File: src/rtl/hamming_pkg.sv
// Shared Hamming(7,4) types and encoder function for the serial link.
package hamming_pkg;

  localparam int unsigned CODE_W = 7;
  localparam int unsigned DATA_W = 4;

  typedef enum logic [1:0] {IDLE, START, DATA, STOP} tx_state_t;

  // Positions 1..7 are p1 p2 d1 p4 d2 d3 d4; err_pos selects a position to invert.
  function automatic logic [CODE_W-1:0] hamming74_encode(input logic [DATA_W-1:0] data,
                                                         input logic [2:0]        err_pos);
    logic              p1, p2, p4;
    logic [CODE_W-1:0] mask;
    p1   = data[0] ^ data[1] ^ data[3];
    p2   = data[0] ^ data[2] ^ data[3];
    p4   = data[1] ^ data[2] ^ data[3];
    mask = (err_pos == 3'd0) ? '0 : CODE_W'(7'd1 << (err_pos - 3'd1));
    return {data[3], data[2], data[1], p4, data[0], p2, p1} ^ mask;
  endfunction

endpackage

File: src/rtl/hamming74_tx_serial_encoder.sv
// Combinational Hamming(7,4) parity generation with optional single-bit injection.
module hamming74_encoder
  import hamming_pkg::*;
(
  input  logic [DATA_W-1:0] data,
  input  logic [2:0]        err_pos,
  output logic [CODE_W-1:0] code
);

  assign code = hamming74_encode(data, err_pos);

endmodule

File: src/rtl/hamming74_tx_serial.sv
// Hamming(7,4) transmitter: accepts a nibble, encodes it, sends start/7-data/stop frame.
module hamming74_tx_serial
  import hamming_pkg::*;
#(
  parameter int unsigned CLKS_PER_BIT = 4
) (
  input  logic       clk,
  input  logic       rst,
  input  logic       in_valid,
  output logic       in_ready,
  input  logic [3:0] data_in,
  input  logic [2:0] err_pos,
  output logic [6:0] code_out,
  output logic       tx_out,
  output logic       busy,
  output logic       done
);

  localparam int unsigned     CW       = $clog2(CLKS_PER_BIT + 1);
  localparam logic [CW-1:0]   CNT_LAST = CW'(CLKS_PER_BIT - 1);

  tx_state_t         state, state_n;
  logic [CW-1:0]     cnt, cnt_n;
  logic [2:0]        bit_idx, bit_n;
  logic [CODE_W-1:0] shreg, shreg_n, code_n, enc;
  logic              last_cyc;

  hamming74_encoder u_enc (
    .data    (data_in),
    .err_pos (err_pos),
    .code    (enc)
  );

  assign last_cyc = (cnt == CNT_LAST);
  assign busy     = (state != IDLE);

  always_comb begin
    state_n  = state;
    cnt_n    = cnt;
    bit_n    = bit_idx;
    shreg_n  = shreg;
    code_n   = code_out;
    tx_out   = 1'b1;
    done     = 1'b0;
    in_ready = 1'b0;
    case (state)
      IDLE: begin
        in_ready = !rst;
        if (in_valid) begin
          state_n = START;
          cnt_n   = '0;
          bit_n   = '0;
          shreg_n = enc;
          code_n  = enc;
        end
      end
      START: begin
        tx_out = 1'b0;
        if (last_cyc) begin
          state_n = DATA;
          cnt_n   = '0;
          bit_n   = '0;
        end else begin
          cnt_n = cnt + 1'b1;
        end
      end
      DATA: begin
        tx_out = shreg[0];
        if (last_cyc) begin
          cnt_n   = '0;
          shreg_n = {1'b0, shreg[CODE_W-1:1]};
          if (bit_idx == 3'd6) state_n = STOP;
          else                 bit_n   = bit_idx + 3'd1;
        end else begin
          cnt_n = cnt + 1'b1;
        end
      end
      STOP: begin
        // A reset landing on the final stop cycle must not leak a done pulse.
        done = last_cyc && !rst;
        if (last_cyc) begin
          state_n = IDLE;
          cnt_n   = '0;
        end else begin
          cnt_n = cnt + 1'b1;
        end
      end
      default: begin
        state_n = IDLE;
        cnt_n   = '0;
        bit_n   = '0;
      end
    endcase
  end

  always_ff @(posedge clk) begin
    if (rst) begin
      state    <= IDLE;
      cnt      <= '0;
      bit_idx  <= '0;
      shreg    <= '0;
      code_out <= '0;
    end else begin
      state    <= state_n;
      cnt      <= cnt_n;
      bit_idx  <= bit_n;
      shreg    <= shreg_n;
      code_out <= code_n;
    end
  end

endmodule

File: config.mk
export PLATFORM = sky130hd
export DESIGN_NAME = hamming74_tx_serial
export DESIGN_NICKNAME = d
export VERILOG_FILES = /design/src/rtl/hamming_pkg.sv /design/src/rtl/hamming74_tx_serial_encoder.sv /design/src/rtl/hamming74_tx_serial.sv
export SDC_FILE = /design/constraint.sdc
export NUM_CORES = 1
export LEC_CHECK = 0
export ABC_AREA = 1
export CORE_MARGIN = 3
export CORE_UTILIZATION = 60
export CTS_CLUSTER_SIZE = 40
export DETAILED_ROUTE_END_ITERATION = 10
export DONT_BUFFER_PORTS = 1
export GPL_TIMING_DRIVEN = 0
export PLACE_DENSITY = 0.76
export SLEW_MARGIN = 20
export SYNTH_ARGS = -nofsm -noshare
export SYNTH_HDL_FRONTEND = slang
export SYNTH_HIERARCHICAL = 1
export SYNTH_SLANG_ARGS = --single-unit
File: constraint.sdc
create_clock -name clk -period 1.6 [get_ports clk]
set_input_delay 0.16 -clock clk [delete_from_list [all_inputs] [get_ports clk]]
set_output_delay 0.16 -clock clk [all_outputs]
set_load 0.1 [all_outputs]
### Yosys cells after proc, flatten, opt, wreduce, memory -nomap -nowiden

Cells that the tools add are included.

* flip-flop bits (word level): 22
* bits of input ports: 10
* output and inout port bits: 11
* logic and storage cells: 59

* add/sub/neg operators: 3
* equality and inequality tests: 11
* shift operators: 1
* mux-type cells: 20
* bitwise operators: 7
* reductions and logical operators: 12

Operator list (count)
* $mux 7: 3
* $mux 3: 5
* $pmux 7 s2: 1
* $ne 2x2->1 const B: 6
* $mux 2: 5
* $reduce_and 5->1: 2
* $pmux 3 s3: 1
* $pmux 2 s4: 1
* $shl 1x3->7 const A: 1
* $xor 7x7->7: 1
* $add 3x1->3 const B: 2
* $pmux 3 s2: 1
* $xor 1x1->1: 6
* $eq 2x2->1 const B: 2
* $reduce_bool 2->1: 2
* $eq 3x2->1 const B: 1
* $eq 3x3->1 const B: 1
* $logic_not 3->1: 1
* $reduce_and 3->1: 1
* $reduce_bool 3->1: 1
* $reduce_or 3->1: 1
* $sub 3x1->3 const B: 1
* $eq 2x1->1 const B: 1
* $logic_not 2->1: 1
* other kinds (5): 6

### Longest topological paths before layout

* word-level depth: 6
* mapped depth: 11
* depth with buffers taken out: 11

### Modules after synthesis

Netlist, hierarchy kept.

By module, submodules not included
* hamming74_tx_serial: instances 1, cells an instance 158, area an instance 1104.8 um^2, sequential area each 440.4 um^2
* hamming74_encoder: instances 1, cells an instance 52, area an instance 254.0 um^2, sequential area each 0.0 um^2

### Worst setup path after synthesis

Ideal clock, no wire load.

* kind: register to output
* start point: register cnt[0]
* end point: output done
* arrival: 2643 ps
* data required time: 1440 ps
* path slack: -1203 ps
* cell stages (with the launch flop): 4
* path buffers: 0
* cell sequence: dfxtp_1 > ha_1 > nand2_1 > nor3_1

* longest elaborated chain between the ends: 3

RTL lines
* start, declared: line hamming74_tx_serial.sv:23 `logic [CW-1:0] cnt, cnt_n;`
* start signal, assigned: line hamming74_tx_serial.sv:105 `cnt <= cnt_n;`
* $eq 3x2->1: line hamming74_tx_serial.sv:34 `assign last_cyc = (cnt == CNT_LAST);`
* $logic_and 1x1->1: line hamming74_tx_serial.sv:80 `done = last_cyc && !rst;`
* $mux 1: line hamming74_tx_serial.sv:46 `case (state)`
* end, declared: line hamming74_tx_serial.sv:16 `output logic done`

No other way between the ends.

### Final worst setup path

* start point: register state[1]
* end point: output in_ready

* longest elaborated chain between the ends: 2

RTL lines
* start, declared: line hamming74_tx_serial.sv:22 `tx_state_t state, state_n;`
* start signal, assigned: line hamming74_tx_serial.sv:104 `state <= state_n;`
* $logic_not 2->1: line hamming74_tx_serial.sv:46
* $mux 1: line hamming74_tx_serial.sv:46
* end, declared: line hamming74_tx_serial.sv:10 `output logic in_ready,`

No other way between the ends.

==> run metrics <==
vias per cell=5.367; Worst IR Drop VDD=1357 uV; Max Cap Violations=0; r2r worst-path depth=4; Worst path max stage delay=690 ps; CTS tree=yes; WP data required=1440 ps; die width=53.59 um; Setup Viol. Count Final=3; total track usage=0.2614; vias in the first global route=1,248; crit end category=output port; Hold-fix buffers, CTS=0; worst-path maximum fanout=5; Post-synth ARST share=0; RD Place Congestion=0.8520; critical path depth=4; die height=53.59 um; Clk Latency, worst-skew pair=310 ps; crit path kind=reg2out; number of flops mapped to enable cells by yosys=0; CP startpoint=state[1]; r2r startpoint=state[1]; H-tree Lvls=1; synth-to-layout area growth=22.01%; violated checks=setup timing; WL/cell=13.75 um; min Tclk post-route=2232 ps; HP Class=in2reg; DP Wirelength=2168 um; CTS Buf Count=3; Post-Syn Instances=210; fmax=448.1 MHz; final count of hold timing violations=0; post-synthesis area per instance=6.470 um^2; pre-CTS WS=-327.9 ps; actual slew at the worst max-slew pin=980.9 ps; initial antenna violation count=0; crit path capture=in_ready; critical path's top delay family=simple AND/OR/NAND/NOR gates; Slew Viols, Final=0; Unique masters post-synth=22; sequential element share of the synthesized area=0.3241; final worst setup slack=-631.9 ps; layout cell share with drive strength beyond 1=0.2188; Core Region=2042 um^2; remaining global-route overflow=0; clock transition at the registers of the reported paths=130 ps; PortBufs=0; Synth Register Bits=22; vias=1,347; dominant synthesized flop cell=dfxtp_1; Bufs and invs on worst path=2; Layout fillers=130; Die Area=2872 um^2; setup TNS=-1228 ps; power per cell area=2023 nW/um^2; clk buf depth=2; synthesized net count=229; Antenna Cells=0; synthesized cell area=1359 um^2; TritonRoute pass-1 iters=4; RSZ-0062 raised after global routing=yes; reg2reg end=cnt[2]; Rel. slew slack=0.3439; Synth Warn #=6; worst path cell trace=inv_2, ha_4, clkinvlp_4, nor2_4; DRC violations left=0; crit start category=flop; Sink Count=22; Hold Slack=93.98 ps; Detailed Route WL=3451 um; Clock Skews=5.463 ps; Row Count=16; initial core utilization=0.6654; 1st-iter DRT viols=46; CTS Root Cell=clkbuf_4; reg2reg setup slack=-280 ps; Final period util=1.395; Routed Antenna Nets=0; slowest CP cell=nor2_4; pin count of the biggest net entering global routing=14; # nets final=244; status=finished with violations; IO Pins=21; Worst Path Arrival=2070 ps; first-pass GRT wire length=5409 um; Pleak=0.7919 nW
registers in the layout, indices dropped and copies added, names as in the netlist:
register,count
shreg,7
code_out,7
state,2
bit_idx,3
cnt,3
timing repair:
item | 4_1_cts | 5_1_grt
setup endpoints to repair | 4 | 15
pin swaps | 6 | 5
setup buffers | 9 | 2
resized for setup | 18 | 12
logic make-up (layout without fill, tap and decap cells):
family / after synthesis / after routing / share of synthesized area
adder cells (fa/ha/maj): 9 / 9 / 0.08287
flip-flops: 22 / 22 / 0.3241
AO/OA/AOI/OAI: 26 / 26 / 0.1031
AND/OR/NAND/NOR: 119 / 119 / 0.3748
XOR/XNOR: 5 / 5 / 0.03223
buffers and inverters: 29 / 43 / 0.08287
worst reg2reg max path: cells and delay by family, from the launching register on:
family          cells  cell delay, ps
compound gates      1             660
buf+inv             2             550
flops               1             350
fa+ha+maj           1             160
synth_stat cells, drive strengths merged (3+ instances only):
master,instances,area share
nand3,13,0.048
a21oi,8,0.032
dfxtp,22,0.32
nor3,4,0.022
o21ai,16,0.059
buf,3,0.011
ha,9,0.083
nor2,39,0.12
nand2,62,0.18
inv,26,0.072
xor2,4,0.026
per-stage QoR:
step | std cells | cell area (um^2) | total power (W) | util
after floorplan | 210 | 1399 | 0.002343 | -
after global placement | 237 | 1433 | 0.002497 | 0.7016
after detailed placement | 237 | 1433 | 0.002552 | 0.7016
after CTS | 250 | 1633 | 0.003222 | 0.7996
after global routing | 251 | 1658 | 0.003584 | 0.8119
final | 251 | 1658 | 0.003353 | 0.8119
where the power goes:
group | switching (W) | total [W] | internal (W) | leakage, nW
clock network | 0.000174 | 0.000427 | 0.000253 | 0.0279
registers | 0.000505 | 0.00123 | 0.000726 | 0.183
logic | 0.00114 | 0.00170 | 0.000556 | 0.581
placed cells by master (no fill, tap or decap), types with 4 or more instances in the layout:
| cell type | n |
|---|---|
| o21ai_0 | 9 |
| nand2_1 | 54 |
| nand3_1 | 13 |
| nor2_1 | 34 |
| dfxtp_1 | 18 |
| ha_4 | 4 |
| a21oi_1 | 7 |
| dfxtp_2 | 4 |
| ha_1 | 5 |
| inv_2 | 4 |
| inv_1 | 20 |
| xor2_1 | 4 |
| o21ai_1 | 7 |
| nand2_4 | 4 |
| buf_4 | 10 |
layout make-up:
| class | count | area, um^2 | share of cell area |
|---|---|---|---|
| plain buffers | 3 | 21.27 | 0.01283 |
| clock buffers | 3 | 22.52 | 0.01358 |
| clock inverters | 1 | 30.03 | 0.01811 |
| inverters | 26 | 108.9 | 0.06566 |
| multi-input cells | 159 | 920.9 | 0.5555 |
| flip-flops and latches | 22 | 445.4 | 0.2687 |
| well taps | 27 | 33.78 | 0.02038 |
| repair buffers | 10 | 75.07 | 0.04528 |
metal layers:
| metal | GRT usage | vias to the layer above | share of wire |
|---|---|---|---|
| met4 | 0.09362 | 0 | 0.019 |
| met1 | 0.3185 | 606 | 0.42 |
| met2 | 0.4469 | 46 | 0.49 |
| li1 | - | 687 | - |
| met3 | 0.06094 | 8 | 0.067 |
| met5 | 0 | - | 0 |
worst min path at each step:
| stage | cells past startpoint | start | end |
|---|---|---|---|
| after global routing | 3 | in_valid | cnt[0] |
| after detailed placement | 1 | cnt[0] | cnt[0] |
| after global placement | 2 | cnt[2] | cnt[2] |
| after CTS | 3 | in_valid | cnt[0] |
| after floorplan | 2 | cnt[2] | cnt[2] |
| final | 3 | in_valid | cnt[0] |
No activity file was read; power rests on OpenSTA's default activity.
